File: src/rtl/rr_mux4to1_if.sv
// rr_mux4to1_if
// Bundles the four producer channels and the single consumer channel of
// rr_mux4to1 into one interface.
//
// Signals:
//   en         grant enable (producer side control)
//   x0..x3     channel data, WIDTH bits each
//   in_valid   per-channel valid, bit i for channel i
//   in_ready   per-channel take strobe, at most one bit set
//   y          registered output data
//   out_sel    source channel index of y
//   out_valid  y/out_sel hold a word
//   out_ready  consumer accepts the word this cycle
//
// Modports:
//   slave   view used by the multiplexer itself
//   master  view used by whatever drives the producers and consumes the output

interface rr_mux4to1_if #(
   parameter int WIDTH = 8
);

   logic             en;
   logic [WIDTH-1:0] x0;
   logic [WIDTH-1:0] x1;
   logic [WIDTH-1:0] x2;
   logic [WIDTH-1:0] x3;
   logic [3:0]       in_valid;
   logic [3:0]       in_ready;
   logic [WIDTH-1:0] y;
   logic [1:0]       out_sel;
   logic             out_valid;
   logic             out_ready;

   modport slave (
      input  en,
      input  x0,
      input  x1,
      input  x2,
      input  x3,
      input  in_valid,
      input  out_ready,
      output in_ready,
      output y,
      output out_sel,
      output out_valid
   );

   modport master (
      output en,
      output x0,
      output x1,
      output x2,
      output x3,
      output in_valid,
      output out_ready,
      input  in_ready,
      input  y,
      input  out_sel,
      input  out_valid
   );

endinterface

File: src/rtl/rr_mux4to1.sv
// rr_mux4to1
// Registered 4-to-1 multiplexer with round-robin arbitration. Four producer
// streams are merged onto one valid/ready output; every word is tagged with
// its source channel on out_sel so a downstream demultiplexer can route it
// back.
//
// Ports:
//   clk    system clock, rising edge
//   rst_n  asynchronous active-low reset
//   bus    rr_mux4to1_if.slave (en, x0..x3, in_valid, in_ready,
//          y, out_sel, out_valid, out_ready)
//
// Build option:
//   RR_MUX_FIXED_PRIO_EN  when defined, the search always starts at channel 0
//                         (fixed priority, channel 0 highest) and the
//                         round-robin pointer is not built. Handshake,
//                         latency and reset behaviour are unchanged.
//
// Output stage states:
//   state    | meaning
//   ---------+------------------------------------------------
//   ST_EMPTY | output register holds no word, out_valid = 0
//   ST_FULL  | output register holds a word,  out_valid = 1

module rr_mux4to1 #(
   parameter int WIDTH = 8
) (
   input  logic           clk,
   input  logic           rst_n,
   rr_mux4to1_if.slave    bus
);

   typedef enum logic {
      ST_EMPTY = 1'b0,
      ST_FULL  = 1'b1
   } state_t;

   state_t           state_q;
   state_t           state_d;
   logic [WIDTH-1:0] y_q;
   logic [WIDTH-1:0] y_d;
   logic [1:0]       sel_q;
   logic [1:0]       sel_d;

   logic [WIDTH-1:0] x_arr [4];
   logic [1:0]       start_idx;
   logic [1:0]       grant_idx;
   logic             grant_found;
   logic             out_valid;
   logic             drain;
   logic             load;

   assign x_arr[0] = bus.x0;
   assign x_arr[1] = bus.x1;
   assign x_arr[2] = bus.x2;
   assign x_arr[3] = bus.x3;

`ifdef RR_MUX_FIXED_PRIO_EN
   assign start_idx = 2'd0;
`else
   logic [1:0] ptr_q;
   logic [1:0] ptr_d;

   assign start_idx = ptr_q;
`endif

   // Circular search from start_idx; the 2-bit index wraps 3 -> 0 naturally.
   always_comb begin
      logic [1:0] idx;
      idx         = 2'd0;
      grant_found = 1'b0;
      grant_idx   = 2'd0;
      for (int k = 0; k < 4; k++) begin
         idx = start_idx + 2'(k);
         if (!grant_found && bus.in_valid[idx]) begin
            grant_found = 1'b1;
            grant_idx   = idx;
         end
      end
   end

   assign out_valid = (state_q == ST_FULL);
   assign drain     = out_valid & bus.out_ready;

   // rst_n gates load so in_ready is quiet throughout reset even though the
   // arbiter itself is purely combinational on in_valid.
   assign load = rst_n & bus.en & ((state_q == ST_EMPTY) | drain) & grant_found;

   assign bus.in_ready  = load ? (4'b0001 << grant_idx) : 4'b0000;
   assign bus.y         = y_q;
   assign bus.out_sel   = sel_q;
   assign bus.out_valid = out_valid;

   always_comb begin
      state_d = state_q;
      y_d     = y_q;
      sel_d   = sel_q;

      case (state_q)
         ST_EMPTY: begin
            if (load) begin
               state_d = ST_FULL;
            end
         end
         ST_FULL: begin
            // A load in the same cycle as a drain replaces the word with no bubble.
            if (load) begin
               state_d = ST_FULL;
            end else if (drain) begin
               state_d = ST_EMPTY;
            end
         end
         default: state_d = ST_EMPTY;
      endcase

      if (load) begin
         y_d   = x_arr[grant_idx];
         sel_d = grant_idx;
      end
   end

`ifndef RR_MUX_FIXED_PRIO_EN
   always_comb begin
      ptr_d = ptr_q;
      if (load) begin
         ptr_d = grant_idx + 2'd1;
      end
   end

   always_ff @(posedge clk or negedge rst_n) begin
      if (!rst_n) begin
         ptr_q <= 2'd0;
      end else begin
         ptr_q <= ptr_d;
      end
   end
`endif

   always_ff @(posedge clk or negedge rst_n) begin
      if (!rst_n) begin
         state_q <= ST_EMPTY;
         y_q     <= '0;
         sel_q   <= 2'd0;
      end else begin
         state_q <= state_d;
         y_q     <= y_d;
         sel_q   <= sel_d;
      end
   end

endmodule

File: src/flat_wrapper.sv
// flat-port wrapper written by rule: the top's interface ports become plain ports
module rr_mux4to1_flat 
#(
   parameter int WIDTH = 8
)
  (clk, rst_n, bus_en, bus_x0, bus_x1, bus_x2, bus_x3, bus_in_valid, bus_out_ready, bus_in_ready, bus_y, bus_out_sel, bus_out_valid);
  rr_mux4to1_if #(.WIDTH(WIDTH)) bus_i ();
  input  logic clk;
  input  logic rst_n;
  input wire logic [$bits(bus_i.en)-1:0] bus_en;
  input wire logic [$bits(bus_i.x0)-1:0] bus_x0;
  input wire logic [$bits(bus_i.x1)-1:0] bus_x1;
  input wire logic [$bits(bus_i.x2)-1:0] bus_x2;
  input wire logic [$bits(bus_i.x3)-1:0] bus_x3;
  input wire logic [$bits(bus_i.in_valid)-1:0] bus_in_valid;
  input wire logic [$bits(bus_i.out_ready)-1:0] bus_out_ready;
  output wire logic [$bits(bus_i.in_ready)-1:0] bus_in_ready;
  output wire logic [$bits(bus_i.y)-1:0] bus_y;
  output wire logic [$bits(bus_i.out_sel)-1:0] bus_out_sel;
  output wire logic [$bits(bus_i.out_valid)-1:0] bus_out_valid;
  assign bus_i.en = bus_en;
  assign bus_i.x0 = bus_x0;
  assign bus_i.x1 = bus_x1;
  assign bus_i.x2 = bus_x2;
  assign bus_i.x3 = bus_x3;
  assign bus_i.in_valid = bus_in_valid;
  assign bus_i.out_ready = bus_out_ready;
  assign bus_in_ready = bus_i.in_ready;
  assign bus_y = bus_i.y;
  assign bus_out_sel = bus_i.out_sel;
  assign bus_out_valid = bus_i.out_valid;
  rr_mux4to1 #(.WIDTH(WIDTH)) u_core (.clk(clk), .rst_n(rst_n), .bus(bus_i));
endmodule
File: config.mk
export PLATFORM = sky130hd
export DESIGN_NAME = rr_mux4to1_flat
export DESIGN_NICKNAME = d
export VERILOG_FILES = /design/src/rtl/rr_mux4to1_if.sv /design/src/rtl/rr_mux4to1.sv /design/src/flat_wrapper.sv
export SDC_FILE = /design/constraint.sdc
export NUM_CORES = 1
export LEC_CHECK = 0
export ABC_AREA = 0
export CAP_MARGIN = 5
export CORE_AREA = 5 5 66 68
export DETAILED_ROUTE_END_ITERATION = 10
export DIE_AREA = 0 0 71 73
export GPL_ROUTABILITY_DRIVEN = 0
export HOLD_SLACK_MARGIN = 0.12
export PLACE_DENSITY_LB_ADDON = 0.2
export RECOVER_POWER = 100
export SYNTH_ARGS = -nofsm -noshare
export SYNTH_HDL_FRONTEND = slang
export SYNTH_SLANG_ARGS = --single-unit
File: constraint.sdc
create_clock -name clk -period 4.1 [get_ports clk]
set_input_delay 0.82 -clock clk [delete_from_list [all_inputs] [get_ports clk]]
set_output_delay 0.82 -clock clk [all_outputs]
set_load 0.02 [all_outputs]
==> After elaboration in Yosys (flattened, before gate mapping) <==
Cells that the tools add are included.
{ "op_classes": {"n_addsub": 4, "magnitude_cmp": 5, "shifts": 1, "muxes": 24, "bitwise": 7, "reduce_logical": 6} }
{ "ops": {"columns": ["op", "n"], "rows": [
  ["binary-select mux 8 bit (select 2 bit)", 1],
  ["2-to-1 mux 8 bit", 2],
  ["less-than comparator 2 x 3 -> 1 bit, second input constant", 4],
  ["2-to-1 mux 1 bit", 11],
  ["binary-select mux 1 bit (select 2 bit)", 4],
  ["2-to-1 mux 2 bit", 4],
  ["adder 2 x 1 -> 2 bit, second input constant", 2],
  ["adder 2 bit, second input constant", 2],
  ["AND 1 bit", 4],
  ["2-to-1 mux 4 bit", 1],
  ["left shift 1 x 2 -> 4 bit, first input constant", 1],
  [">= comparator 3 bit, second input constant", 1],
  ["logical AND 1 bit", 3],
  ["logical NOT 1 bit", 3],
  ["NOT 2 -> 3 bit", 1],
  ["one-hot mux 1 bit (2 select lines)", 1],
  ["NOT 1 bit", 1],
  ["bitwise OR 1 bit", 1]
]} }
{ "totals": {"regBits": 13, "inputBits": 40, "output_inout_bits": 15, "elab_cells": 51} }

==> Logic depth before layout (Yosys ltp) <==
{ "depth": {"word_depth": 16, "depth_mapped": 8, "ltp_nobuf": 5} }

==> Worst setup path after synthesis <==
No wires, ideal clock.
{ "synth_timing": {"kind": "input -> output", "start": "in bus_in_valid[2]", "end": "out bus_in_ready[1]", "arrival_ns": 2.057, "required_ns": 3.280, "setup_slack_ns": 1.223, "path_stages": 5, "n_path_buf": 1, "path_cell_list": "or4_1 -> nand4_1 -> clkbuf_1 -> or2_2 -> nor2_1"} }
{ "synth_via": {"elab_chain_len": 14, "elab_cells_between_ends": 25, "cone_classes": "1 x shift; 17 x mux; 1 x bitwise; 6 x reduce/logical"} }
{ "synth_rtl": {"columns": ["item", "line_no", "text"], "rows": [
  ["start, declared", "flat_wrapper.sv:15", "input wire logic [$bits(bus_i.in_valid)-1:0] bus_in_valid;"],
  ["binary-select mux 1 bit (select 2 bit)", "rr_mux4to1.sv:75", "if (!grant_found && bus.in_valid[idx]) begin"],
  ["2-to-1 mux 1 bit (implied by the code)", "rr_mux4to1.sv:75", null],
  ["2-to-1 mux 1 bit", "rr_mux4to1.sv:75", null],
  ["logical NOT 1 bit", "rr_mux4to1.sv:75", null],
  ["logical AND 1 bit", "rr_mux4to1.sv:75", null],
  ["2-to-1 mux 1 bit", "rr_mux4to1.sv:75", null],
  ["logical NOT 1 bit", "rr_mux4to1.sv:75", null],
  ["logical AND 1 bit", "rr_mux4to1.sv:75", null],
  ["2-to-1 mux 1 bit", "rr_mux4to1.sv:75", null],
  ["logical NOT 1 bit", "rr_mux4to1.sv:75", null],
  ["logical AND 1 bit", "rr_mux4to1.sv:75", null],
  ["2-to-1 mux 2 bit / 2-to-1 mux 1 bit (equally long branches)", "rr_mux4to1.sv:75", null],
  ["left shift 1 x 2 -> 4 bit / AND 1 bit (equally long branches)", "rr_mux4to1.sv:89, rr_mux4to1.sv:87", null],
  ["2-to-1 mux 4 bit *", "rr_mux4to1.sv:89", "assign bus.in_ready = load ? (4'b0001 << grant_idx) : 4'b0000;"],
  ["end, declared", "flat_wrapper.sv:17", "output wire logic [$bits(bus_i.in_ready)-1:0] bus_in_ready;"]
]} }
Every way passes the cells marked *; elsewhere a longest branch is shown, timed or not. The select of a mux whose other input is x is not followed.

==> Worst setup path after layout <==
{ "layout_timing": {"start": "in bus_in_valid[2]", "end": "out bus_in_ready[2]"} }
Same word-level chain as after synthesis.

==> flow_summary.ini <==
[finish]
nets = 190
antenna_cells = 0
drive_above_1_share_pct = 5.37
final_cell_area_um2 = 1500
syn2layout_area_growth_pct = 67.5

[route]
firstDrtPassIters = 4
drtIter0Drc = 48
detail_route.wl_per_cell_um = 13.7
vias = 935
drc = 0
drt-total-wl_um = 2730
viasPerCell = 4.70
ant_nets = 0

[yosys]
avgSynthCellArea_um2 = 9.53
synth-seq-area-share_pct = 36.3
synthArstFlopShare_pct = 100
syn_nets = 134
synthCells = 94
synth_warnings = 0
synth.top_cell.area_share_pct = 36.3
ys_top_cells_by_area = dfrtp_1 (36%), mux2i_1 (19%), nor3_1 (8.9%)
yosysMostFrequentCell = mux2i_1
ys_ff_latch = 13
ys.flop_type = dfrtp_1
ys_types = 26
synth_edf_count = 0
synth_top_cell_by_area = dfrtp_1
synth_area_um2 = 896
ys_top_cells_by_count = mux2i_1 (17), nor3_1 (16), dfrtp_1 (13), a211o_1 (8), nand2_1 (7)

[grt]
met1_usage_pct = 13.8
met2_usage_pct = 18.1
grt_pass1_wl_um = 4660
track_usage_pct = 11.0
top_usage_layer = met2
overflow = 0
grt_max_degree = 18
grtUsageMet3_pct = 3.86
antenna_found_initial = 0
grt_pass1_vias = 1023

[pwr]
max-vdd-ir-drop_mv = 0.165
p_per_area_nw_per_um2 = 480
p_leak_uw = 0.000692

[worst_setup_path]
slowest_stage = dlygate4sd3_1
crit_path_frequent_cell = dlygate4sd3_1
reg2reg_slack_ps = 1750
timing.rr.start = u_core.ptr_q[1]$_DFFE_PN0P_
reg2reg_to = u_core.bus.y[0]$_DFFE_PN0P_
crit_chain = dlygate4sd3_1 > or4_1 > nand4_1 > nand2b_1 > nor2_1 > dlygate4sd3_1
crit_fanout = 4
crit_type = in -> out
cp-start-kind = primary input
crit_path_max_incr_delay_ps = 660
startpoint = bus_in_valid[2]
reg2reg_depth = 5
arrival_ps = 3020
endpoint_kind = output port
cp_data_required_time_ps = 3280

[timing]
slew_headroom_pct = 36.7
fin_crit_ps = 3840
setup_tns_ps = 0
min_period_over_period_pct = 93.6
rsz0062_at_grt = false
setup_violations = 0
clock.fmax_ghz = 0.260
setup_slack_ps = 261
tightest_slew_ps = 950
fin_skew_ps = 6.18
drv_slew = 0
hold_viol_final = 0

[place]
port_buffers = 54
placed_area_um2 = 1470
place_hpwl_um = 2250
pre_cts_ws_ps = 390

[clocking]
cts_setup_buffers = 0
numClockSinks = 13
cts_tree = yes
cts-resized-gates = 0
insertion_delay_ps = 240
ctsHoldBuffers = 0
cts_root_buf = clkbuf_8
clk_path_buf_depth = 2
numCtsBuffers = 3
path_clk_slew_ps = 50
htreeDepth = 1

[floorplanning]
num_io_pins = 55
core_um2 = 3800
start_util_pct = 23.6
die_h_um = 73
placementRows = 23
floorplan.die_area_um2 = 5180
die_x_um = 71

[hold_path]
hold_class = reg -> reg
holdPathStages = 2
worstHoldStart = u_core.bus.out_sel[0]$_DFFE_PN0P_
hold_end = u_core.bus.out_sel[0]$_DFFE_PN0P_

[flow_run]
max_cap_viol_count = 0

[outcome]
status = finished clean
==> sequential cells by signal, summed over array words and instances (netlist names) <==
signal / cells
u_core.bus.out_valid: 1
u_core.bus.out_sel: 2
u_core.ptr_q: 2
u_core.bus.y: 8
==> layout by cell type, fill, tap and decap left out <==
master / n
a211o_1: 8
a21bo_2: 1
a21oi_1: 3
a221o_1: 1
a2bb2oi_1: 1
buf_4: 2
clkbuf_1: 4
clkbuf_8: 3
clkdlybuf4s50_1: 38
dfrtp_1: 13
dlygate4sd3_1: 16
inv_1: 2
mux2i_1: 17
nand2_1: 7
nand2b_1: 2
nand4_1: 1
nor2_1: 4
nor3_1: 16
nor3b_1: 1
o21a_1: 1
o21ai_0: 3
o22a_2: 1
o22ai_1: 1
or2_2: 1
or4_1: 1
xnor2_1: 1
==> per-stage QoR <==
stage	cells	hold WS, ps	power [uW]	util, %
finish	199	481	720	39.5
global placement	195	472	630	38.6
CTS	199	496	753	39.8
detailed placement	195	478	633	38.6
global route	199	504	774	39.5
floorplan	94	491	481	-
==> layer usage <==
| metal | part of all wire [%] | up-vias |
|---|---|---|
| met5 | 0 | - |
| met4 | 0.48 | 0 |
| met3 | 6.8 | 2 |
| met2 | 48 | 34 |
| met1 | 44 | 444 |
| li1 | - | 455 |
==> critical path, delay by kind of cell <==
family,cells,cell delay (ps)
buffers and inverters,2,1250
AND/OR/NAND/NOR,4,950
==> cell type report <==
| type | instances | area, um^2 |
|---|---|---|
| Fill cell | 405 | 2300 |
| Timing Repair Buffer | 59 | 567 |
| Multi-Input combinational cell | 71 | 493 |
| Sequential cell | 13 | 325 |
| Tap cell | 50 | 62.6 |
| Clock buffer | 4 | 45.0 |
| Inverter | 2 | 7.51 |
==> power breakdown <==
part	leakage, uW	switching (uW)	total [uW]	internal (uW)
Combinational	0.000507	197	392	195
Clock	0.0000228	45.8	114	68.5
Sequential	0.000162	35.5	214	178
Total	0.000692	278	720	442
==> worst max path at each step <==
| stage | endpoint | slack [ps] |
|---|---|---|
| 2_1_floorplan | bus_in_ready[1] | 1220 |
| 3_3_place_gp | bus_in_ready[1] | 440 |
| 3_5_place_dp | bus_in_ready[3] | 390 |
| 4_1_cts | bus_in_ready[3] | 370 |
| 5_1_grt | bus_in_ready[3] | 160 |
| 6_report | bus_in_ready[2] | 260 |
==> cells by family (layout without fill, tap and decap cells) <==
group	after synthesis	in the layout	share of synthesized area, %
simple gates	33	33	18.0
compound gates	20	20	17.0
mux	17	17	19.0
flops	13	13	36.3
buf+inv	10	65	8.66
xor+xnor	1	1	0.978
Note: power is estimated with default switching activity, not from simulation.
